==> src/rtl/class_argmax_if.sv <==
`default_nettype none
// ---------------------------------------------------------------------------
// class_argmax_if
//   Count-input handshake and result bus of the class_argmax stage.
//   master: producer/consumer side, slave: the arg-max block.
//   Revision: 1.0
// ---------------------------------------------------------------------------
interface class_argmax_if #(
  parameter int NUM_CLASSES = 4,
  parameter int COUNT_WIDTH = 4
) ();
  localparam int IDX_W = (NUM_CLASSES > 1) ? $clog2(NUM_CLASSES) : 1;

  logic                   start_i;
  logic [COUNT_WIDTH-1:0] count_i;
  logic                   count_valid_i;
  logic                   count_ready_o;
  logic                   result_ready_i;
  logic                   result_valid_o;
  logic [IDX_W-1:0]       class_o;
  logic [COUNT_WIDTH-1:0] max_count_o;
  logic                   tie_o;
  logic                   busy_o;

  modport master (
    output start_i, count_i, count_valid_i, result_ready_i,
    input  count_ready_o, result_valid_o, class_o, max_count_o, tie_o, busy_o
  );

  modport slave (
    input  start_i, count_i, count_valid_i, result_ready_i,
    output count_ready_o, result_valid_o, class_o, max_count_o, tie_o, busy_o
  );
endinterface
`default_nettype wire

==> src/rtl/class_argmax.sv <==
`default_nettype none
// ---------------------------------------------------------------------------
// class_argmax
//   Sequential arg-max over NUM_CLASSES per-class ones counts. Reports the
//   lowest-index winner, its count and a tie flag, held until acknowledged.
//   Revision: 1.0
// ---------------------------------------------------------------------------
module class_argmax #(
  parameter int NUM_CLASSES = 4,
  parameter int COUNT_WIDTH = 4
) (
  input  logic          clock_i,
  input  logic          reset_i,
  class_argmax_if.slave bus
);
  localparam int IDX_W = (NUM_CLASSES > 1) ? $clog2(NUM_CLASSES) : 1;
  localparam logic [IDX_W-1:0] C_LAST_IDX = IDX_W'(NUM_CLASSES - 1);

  localparam logic [1:0] S_IDLE    = 2'd0;
  localparam logic [1:0] S_COLLECT = 2'd1;
  localparam logic [1:0] S_DONE    = 2'd2;

  logic [1:0]             state_q, state_d;
  logic [IDX_W-1:0]       idx_q, idx_d;
  logic [IDX_W-1:0]       class_q, class_d;
  logic [COUNT_WIDTH-1:0] max_q, max_d;
  logic                   tie_q, tie_d;
  logic                   ready_q, valid_q, busy_q;

  // Next-state and datapath updates; flags are derived from the next state
  // so every output leaves a flop.
  always_comb begin
    state_d = state_q;
    idx_d   = idx_q;
    class_d = class_q;
    max_d   = max_q;
    tie_d   = tie_q;
    case (state_q)
      S_IDLE: begin
        if (bus.start_i) begin
          state_d = S_COLLECT;
          idx_d   = '0;
          class_d = '0;
          max_d   = '0;
          tie_d   = 1'b0;
        end
      end
      S_COLLECT: begin
        if (bus.start_i) begin
          // Restart wins over any count presented in the same cycle.
          idx_d   = '0;
          class_d = '0;
          max_d   = '0;
          tie_d   = 1'b0;
        end else if (bus.count_valid_i) begin
          if ((idx_q == '0) || (bus.count_i > max_q)) begin
            max_d   = bus.count_i;
            class_d = idx_q;
            tie_d   = 1'b0;
          end else if (bus.count_i == max_q) begin
            tie_d = 1'b1;
          end
          if (idx_q == C_LAST_IDX) begin
            state_d = S_DONE;
            idx_d   = '0;
          end else begin
            idx_d = idx_q + IDX_W'(1);
          end
        end
      end
      S_DONE: begin
        if (bus.result_ready_i) begin
          if (bus.start_i) begin
            state_d = S_COLLECT;
            idx_d   = '0;
            class_d = '0;
            max_d   = '0;
            tie_d   = 1'b0;
          end else begin
            state_d = S_IDLE;
          end
        end
      end
      default: begin
        state_d = S_IDLE;
        idx_d   = '0;
      end
    endcase
  end

  // State, result and handshake registers with asynchronous clear.
  always_ff @(posedge clock_i or posedge reset_i) begin
    if (reset_i) begin
      state_q <= S_IDLE;
      idx_q   <= '0;
      class_q <= '0;
      max_q   <= '0;
      tie_q   <= 1'b0;
      ready_q <= 1'b0;
      valid_q <= 1'b0;
      busy_q  <= 1'b0;
    end else begin
      state_q <= state_d;
      idx_q   <= idx_d;
      class_q <= class_d;
      max_q   <= max_d;
      tie_q   <= tie_d;
      ready_q <= (state_d == S_COLLECT);
      valid_q <= (state_d == S_DONE);
      busy_q  <= (state_d == S_COLLECT);
    end
  end

  assign bus.count_ready_o  = ready_q;
  assign bus.result_valid_o = valid_q;
  assign bus.busy_o         = busy_q;
  assign bus.class_o        = class_q;
  assign bus.max_count_o    = max_q;
  assign bus.tie_o          = tie_q;
endmodule
`default_nettype wire

==> src/flat_wrapper.sv <==
// flat-port wrapper written by rule: the top's interface ports become plain ports
module class_argmax_flat 
#(
  parameter int NUM_CLASSES = 4,
  parameter int COUNT_WIDTH = 4
)
  (clock_i, reset_i, bus_start_i, bus_count_i, bus_count_valid_i, bus_result_ready_i, bus_count_ready_o, bus_result_valid_o, bus_class_o, bus_max_count_o, bus_tie_o, bus_busy_o);
  class_argmax_if #(.NUM_CLASSES(NUM_CLASSES), .COUNT_WIDTH(COUNT_WIDTH)) bus_i ();
  input  logic clock_i;
  input  logic reset_i;
  input wire logic [$bits(bus_i.start_i)-1:0] bus_start_i;
  input wire logic [$bits(bus_i.count_i)-1:0] bus_count_i;
  input wire logic [$bits(bus_i.count_valid_i)-1:0] bus_count_valid_i;
  input wire logic [$bits(bus_i.result_ready_i)-1:0] bus_result_ready_i;
  output wire logic [$bits(bus_i.count_ready_o)-1:0] bus_count_ready_o;
  output wire logic [$bits(bus_i.result_valid_o)-1:0] bus_result_valid_o;
  output wire logic [$bits(bus_i.class_o)-1:0] bus_class_o;
  output wire logic [$bits(bus_i.max_count_o)-1:0] bus_max_count_o;
  output wire logic [$bits(bus_i.tie_o)-1:0] bus_tie_o;
  output wire logic [$bits(bus_i.busy_o)-1:0] bus_busy_o;
  assign bus_i.start_i = bus_start_i;
  assign bus_i.count_i = bus_count_i;
  assign bus_i.count_valid_i = bus_count_valid_i;
  assign bus_i.result_ready_i = bus_result_ready_i;
  assign bus_count_ready_o = bus_i.count_ready_o;
  assign bus_result_valid_o = bus_i.result_valid_o;
  assign bus_class_o = bus_i.class_o;
  assign bus_max_count_o = bus_i.max_count_o;
  assign bus_tie_o = bus_i.tie_o;
  assign bus_busy_o = bus_i.busy_o;
  class_argmax #(.NUM_CLASSES(NUM_CLASSES), .COUNT_WIDTH(COUNT_WIDTH)) u_core (.clock_i(clock_i), .reset_i(reset_i), .bus(bus_i));
endmodule
==> config.mk <==
export PLATFORM = sky130hd
export DESIGN_NAME = class_argmax_flat
export DESIGN_NICKNAME = d
export VERILOG_FILES = /design/src/rtl/class_argmax_if.sv /design/src/rtl/class_argmax.sv /design/src/flat_wrapper.sv
export SDC_FILE = /design/constraint.sdc
export NUM_CORES = 1
export LEC_CHECK = 0
export CAP_MARGIN = 0
export CELL_PAD_IN_SITES_DETAIL_PLACEMENT = 1
export CELL_PAD_IN_SITES_GLOBAL_PLACEMENT = 2
export CORE_MARGIN = 5
export CORE_UTILIZATION = 36
export DETAILED_ROUTE_END_ITERATION = 7
export DONT_BUFFER_PORTS = 1
export PLACE_DENSITY_LB_ADDON = 0.1
export SLEW_MARGIN = 20
export SYNTH_ARGS = -nofsm -noshare
export SYNTH_HDL_FRONTEND = slang
export SYNTH_SLANG_ARGS = --single-unit
==> constraint.sdc <==
create_clock -name clock_i -period 2.04 [get_ports clock_i]
set_input_delay 0.204 -clock clock_i [delete_from_list [all_inputs] [get_ports clock_i]]
set_output_delay 0.204 -clock clock_i [all_outputs]
set_load 0.01 [all_outputs]
; ---- Word-level counts from Yosys, hierarchy flattened
; Index checks and enable logic that the tools add are counted.
[classes]
addsub = 1
eq_ne = 10
muxes = 32
n_reduce_logical = 7
order_cmp = 1
[op_table]
columns = op, count
row1 = 2-to-1 mux 2 bit, 15
row2 = 2-to-1 mux 4 bit, 5
row3 = case mux 2 bit (3 select lines), 3
row4 = case mux 4 bit (3 select lines), 1
row5 = AND reduction 4 bit, 2
row6 = 2-to-1 mux 1 bit, 7
row7 = equality test 2 bit (second input constant), 3
row8 = equality test 2 x 1 -> 1 bit (second input constant), 2
row9 = equality test 4 bit, 1
row10 = greater-than comparator 4 bit, 1
row11 = zero test 2 bit, 2
row12 = != test 4 x 2 -> 1 bit (second input constant), 1
row13 = != test 3 x 2 -> 1 bit (second input constant), 1
row14 = != test 3 bit (second input constant), 1
row15 = case mux 1 bit (3 select lines), 1
row16 = nonzero test 3 bit, 1
row17 = adder 2 x 1 -> 2 bit (second input constant), 1
row18 = != test 2 bit (second input constant), 1
row19 = AND reduction 2 bit, 1
row20 = logical OR 1 bit, 1
[totals]
reg_bits = 13
output_inout_bits = 10
inputBits = 9
word_cells = 58

; ---- Longest topological paths before layout
[depth]
ltp_word = 6
ltp_mapped = 7
depth_no_buf = 7

; ---- Worst setup path after synthesis
; OpenSTA, ideal clock, no wires.
[synth_timing]
path_kind = reg-to-reg
start = register u_core.max_q[1], in the netlist u_core.bus.max_count_o[1]
end = register u_core.max_q[0], in the netlist u_core.bus.max_count_o[0]
path_slack_ps = 399
stages_incl_launch_ff = 8
required_time_ps = 1919
path_buffers = 0
t_arrival_ps = 1520
synth_period_minus_slack_ps = 1641
setup_time_ps = 121
cell_sequence = dfrtp_1 -> inv_1 -> ha_1 -> nor2b_4 -> o211ai_2 -> a21oi_2 -> o21a_4 -> a22o_1
[synth_between]
elab_chain_cells = 4
[synth_lines]
columns = element, line_no
row1 = start: declaration, class_argmax.sv:26  ; logic [COUNT_WIDTH-1:0] max_q, max_d;
row2 = start signal: assignment, class_argmax.sv:106  ; max_q <= max_d;
row3 = greater-than comparator 4 bit, class_argmax.sv:56  ; if ((idx_q == '0) || (bus.count_i > max_q)) begin
row4 = logical OR 1 bit, class_argmax.sv:56
row5 = != test 3 x 2 -> 1 bit (no line), n/a
row6 = AND reduction 4 bit (no line), n/a
; No other way between the ends.
; A chain may end at the register's enable or synchronous reset.

; ---- Worst setup path after layout
[layout_timing]
start = register u_core.max_q[1], in the netlist u_core.bus.max_count_o[1]
end = register u_core.max_q[2], in the netlist u_core.bus.max_count_o[2]
; Same word-level chain as after synthesis.

==> summary.md <==
| Metric | Value |
|---|---|
| Status | complete, no violations |
| Fmax | 573 MHz |
| Slew Limit Fails | 0 |
| Tcrit/Tclk final | between 80% and 90% |
| Final nets | 84 |
| Initial DRC count | 2 |
| CP endpoint kind | flop |
| Hpwl dp | 1060 µm |
| Clk_skew | around 0.0025 ns |
| Critical Path Start Type | flop |
| Slew margin rel. | 67.2% |
| Hold Vio Cnt, Final | 0 |
| Dominant cell by count in the synthesized netlist | dfrtp_1 |
| Fraction of registers with async set or reset after synthesis | 100% |
| Top-Level Pins | 19 |
| MaxCap Viol Count | 0 |
| Total clock sinks | 13 |
| Mapped Nets | 79 |
| Final worst path period need | about 1.7 ns |
| Main flop type after synthesis | dfrtp_1 |
| CP Data Arrival Time | about 1.9 ns |
| Post-synth EDFFs | 0 |
| Mapped Avg Cell Area | approximately 11 µm² |
| Met1 Use GR | ~14% |
| Total track usage | between 10 and 15% |
| Starting Density | 38.7% |
| Reg2reg start | u_core.bus.max_count_o[1] |
| RSZ-0062 raised after global routing | false |
| Seq/Total Area, Yosys | 47.2% |
| Post-layout util | between 40% and 50% |
| Area Growth Syn to Fin | 8.71% |
| Clk Tree Root Cell | clkbuf_4 |
| Crit path launch | u_core.bus.max_count_o[1] |
| Layout cell share with drive strength beyond 1 | between 10% and 20% |
| Required time of the critical path | around 2.2 ns |
| Die width | between 50 and 60 µm |
| Die Ht | between 50 and 60 µm |
| CTS resizes | 0 |
| Postcts setup bufs | 0 |
| Vias in the first global route | about 490 |
| DRC viols | 0 |
| Pleak | ~0.36 nW |
| Place WS | a little under 0.3 ns |
| Power per standard cell area | approximately 720 mW/mm² |
| Number of synthesized register bits | 13 |
| GP Congestion | about 0.74 |
| Synth top area cells | dfrtp_1 47%, ha_1 11%, a22o_1 10% |
| Top cells by count, synth | 13 x dfrtp_1, 8 x a22o_1, 8 x inv_1, 6 x ha_1, 6 x nand2_1 |
| Total CTS buffers | 3 |
| WHS | a little over 0.07 ns |
| Port bufs | 0 |
| Drt wl/cell | 14.7 µm |
| Post-synth cell types | 20 |
| Placement row count | 15 |
| First-pass GRT wire length | 2260 µm |
| DR vias | around 470 |
| Hold Path Class | in -> reg |
| Worst-path clk slew | about 0.080 ns |
| Core area | 0.00178 mm² |
| Drt total wl | 1370 µm |
| Setup Crit Path Kind | reg -> reg |
| CTS tree | built |
| Post-Layout Cell Count | 93 |
| Via/cell ratio | a little over 5 |
| Final ANT Viol Nets | 0 |
| Yosys top cell by area | dfrtp_1 |
| Synth top area share | about 47% |
| GRT overflow | 0 |
| Critical hold path startpoint | bus_count_i[1] |
| CP Max Fanout | 6 |
| Met3 usage | under 10% |
| Final setup viols | 0 |
| Mapped cell area | between 600 and 700 µm² |
| Hold path depth | 1 |
| Post-Syn Instances | 64 |
| Ys Warns | 0 |
| N_diodes | 0 |
| Pin count of the biggest net entering global routing | 14 |
| Worst skew pair latency | around 0.27 ns |
| Inst Count DP | 88 |
| Clk buf depth | 2 |
| Final setup margin | around 0.29 ns |
| Full die area | 0.00289 mm² |
| Global routing's busiest layer | met2 |
| Max IR drop VDD | between 0.0003 and 0.0004 V |
| Htree depth | 1 |
| GR Util met2 | between 15 and 20% |
| Drt pass-1 iters | 2 |
| Actual slew at the worst max-slew pin | 0.491 ns |
| Worst R2R Path Depth | 7 |
| Sum Neg Setup Slack | 0 ns |
| Antenna violations before repair | 0 |
[cell type report]
cell class / instances / area, µm²
fillers: 206 / 1030
multi-input cells: 42 / 327
flip-flops and latches: 13 / 325
well taps: 25 / 31.3
inverters: 8 / 30.0
clock buffers: 4 / 26.3
repair buffers: 1 / 10.0
[cells in the final DEF, fill, tap and decap left out, drive strengths merged, types with 3 or more instances in the layout]
cell	n
ha	6
o21ai	6
dfrtp	13
nor2	3
nand2	6
a21oi	4
inv	8
clkbuf	4
a22o	8
[metrics by stage]
step                      instance area [µm²]  power, mW
final                                     749      0.541
after global routing                      749      0.578
after CTS                                 749      0.556
after detailed placement                  713      0.389
after global placement                    713      0.388
after floorplan                           689      0.370
[logic make-up after synthesis]
kind of cell | Yosys count | synth area share (%)
AOI/OAI and AO/OA | 22 | 25.0
adders and majority gates | 6 | 10.9
buffers and inverters | 9 | 5.45
DFF | 13 | 47.2
and+or+nand+nor | 14 | 11.4
[per-layer routing]
layer	vias to the layer above	share of wire [%]
met1	224	48
met5	-	0
met4	0	0
met2	8	45
li1	236	-
met3	0	6.8
[worst paths after layout]
path	slack (ns)	end
hold reg to reg	0.58	u_core.bus.tie_o
setup reg to reg	0.29	u_core.bus.max_count_o[2]
max in group asynchronous	1.31	u_core.bus.max_count_o[0]
min in group asynchronous	0.39	u_core.idx_q[0]
setup / recovery	0.29	u_core.bus.max_count_o[2]
hold / removal	0.07	u_core.bus.max_count_o[1]
[where the power goes]
| group | leakage [nW] | total (mW) | internal [mW] | switching, mW |
|---|---|---|---|---|
| Combinational | 0.177 | 0.0917 | 0.0430 | 0.0488 |
| Clock | 0.0150 | 0.158 | 0.0756 | 0.0823 |
| Sequential | 0.167 | 0.292 | 0.272 | 0.0199 |
[worst max-delay path: stages (launching register included)]
cell      delay, ns
dfrtp_1        0.42
inv_1          0.06
ha_1           0.30
nor2b_4        0.13
o211ai_2       0.16
a21oi_2        0.09
o21a_4         0.23
a22o_1         0.23
[state kept, by name (all words and copies together), names as in the netlist]
signal / cells
u_core.bus.class_o: 2
u_core.bus.count_ready_o: 1
u_core.bus.max_count_o: 4
u_core.bus.result_valid_o: 1
u_core.bus.tie_o: 1
u_core.idx_q: 2
u_core.state_q: 2
[timing repair]
item | 4_1_cts | 5_1_grt
hold buffers | 1 | 0
endpoints found under the hold margin | 13 | 0
endpoints found under the setup margin | 0 | 0
No activity file was read; power rests on OpenSTA's default activity.
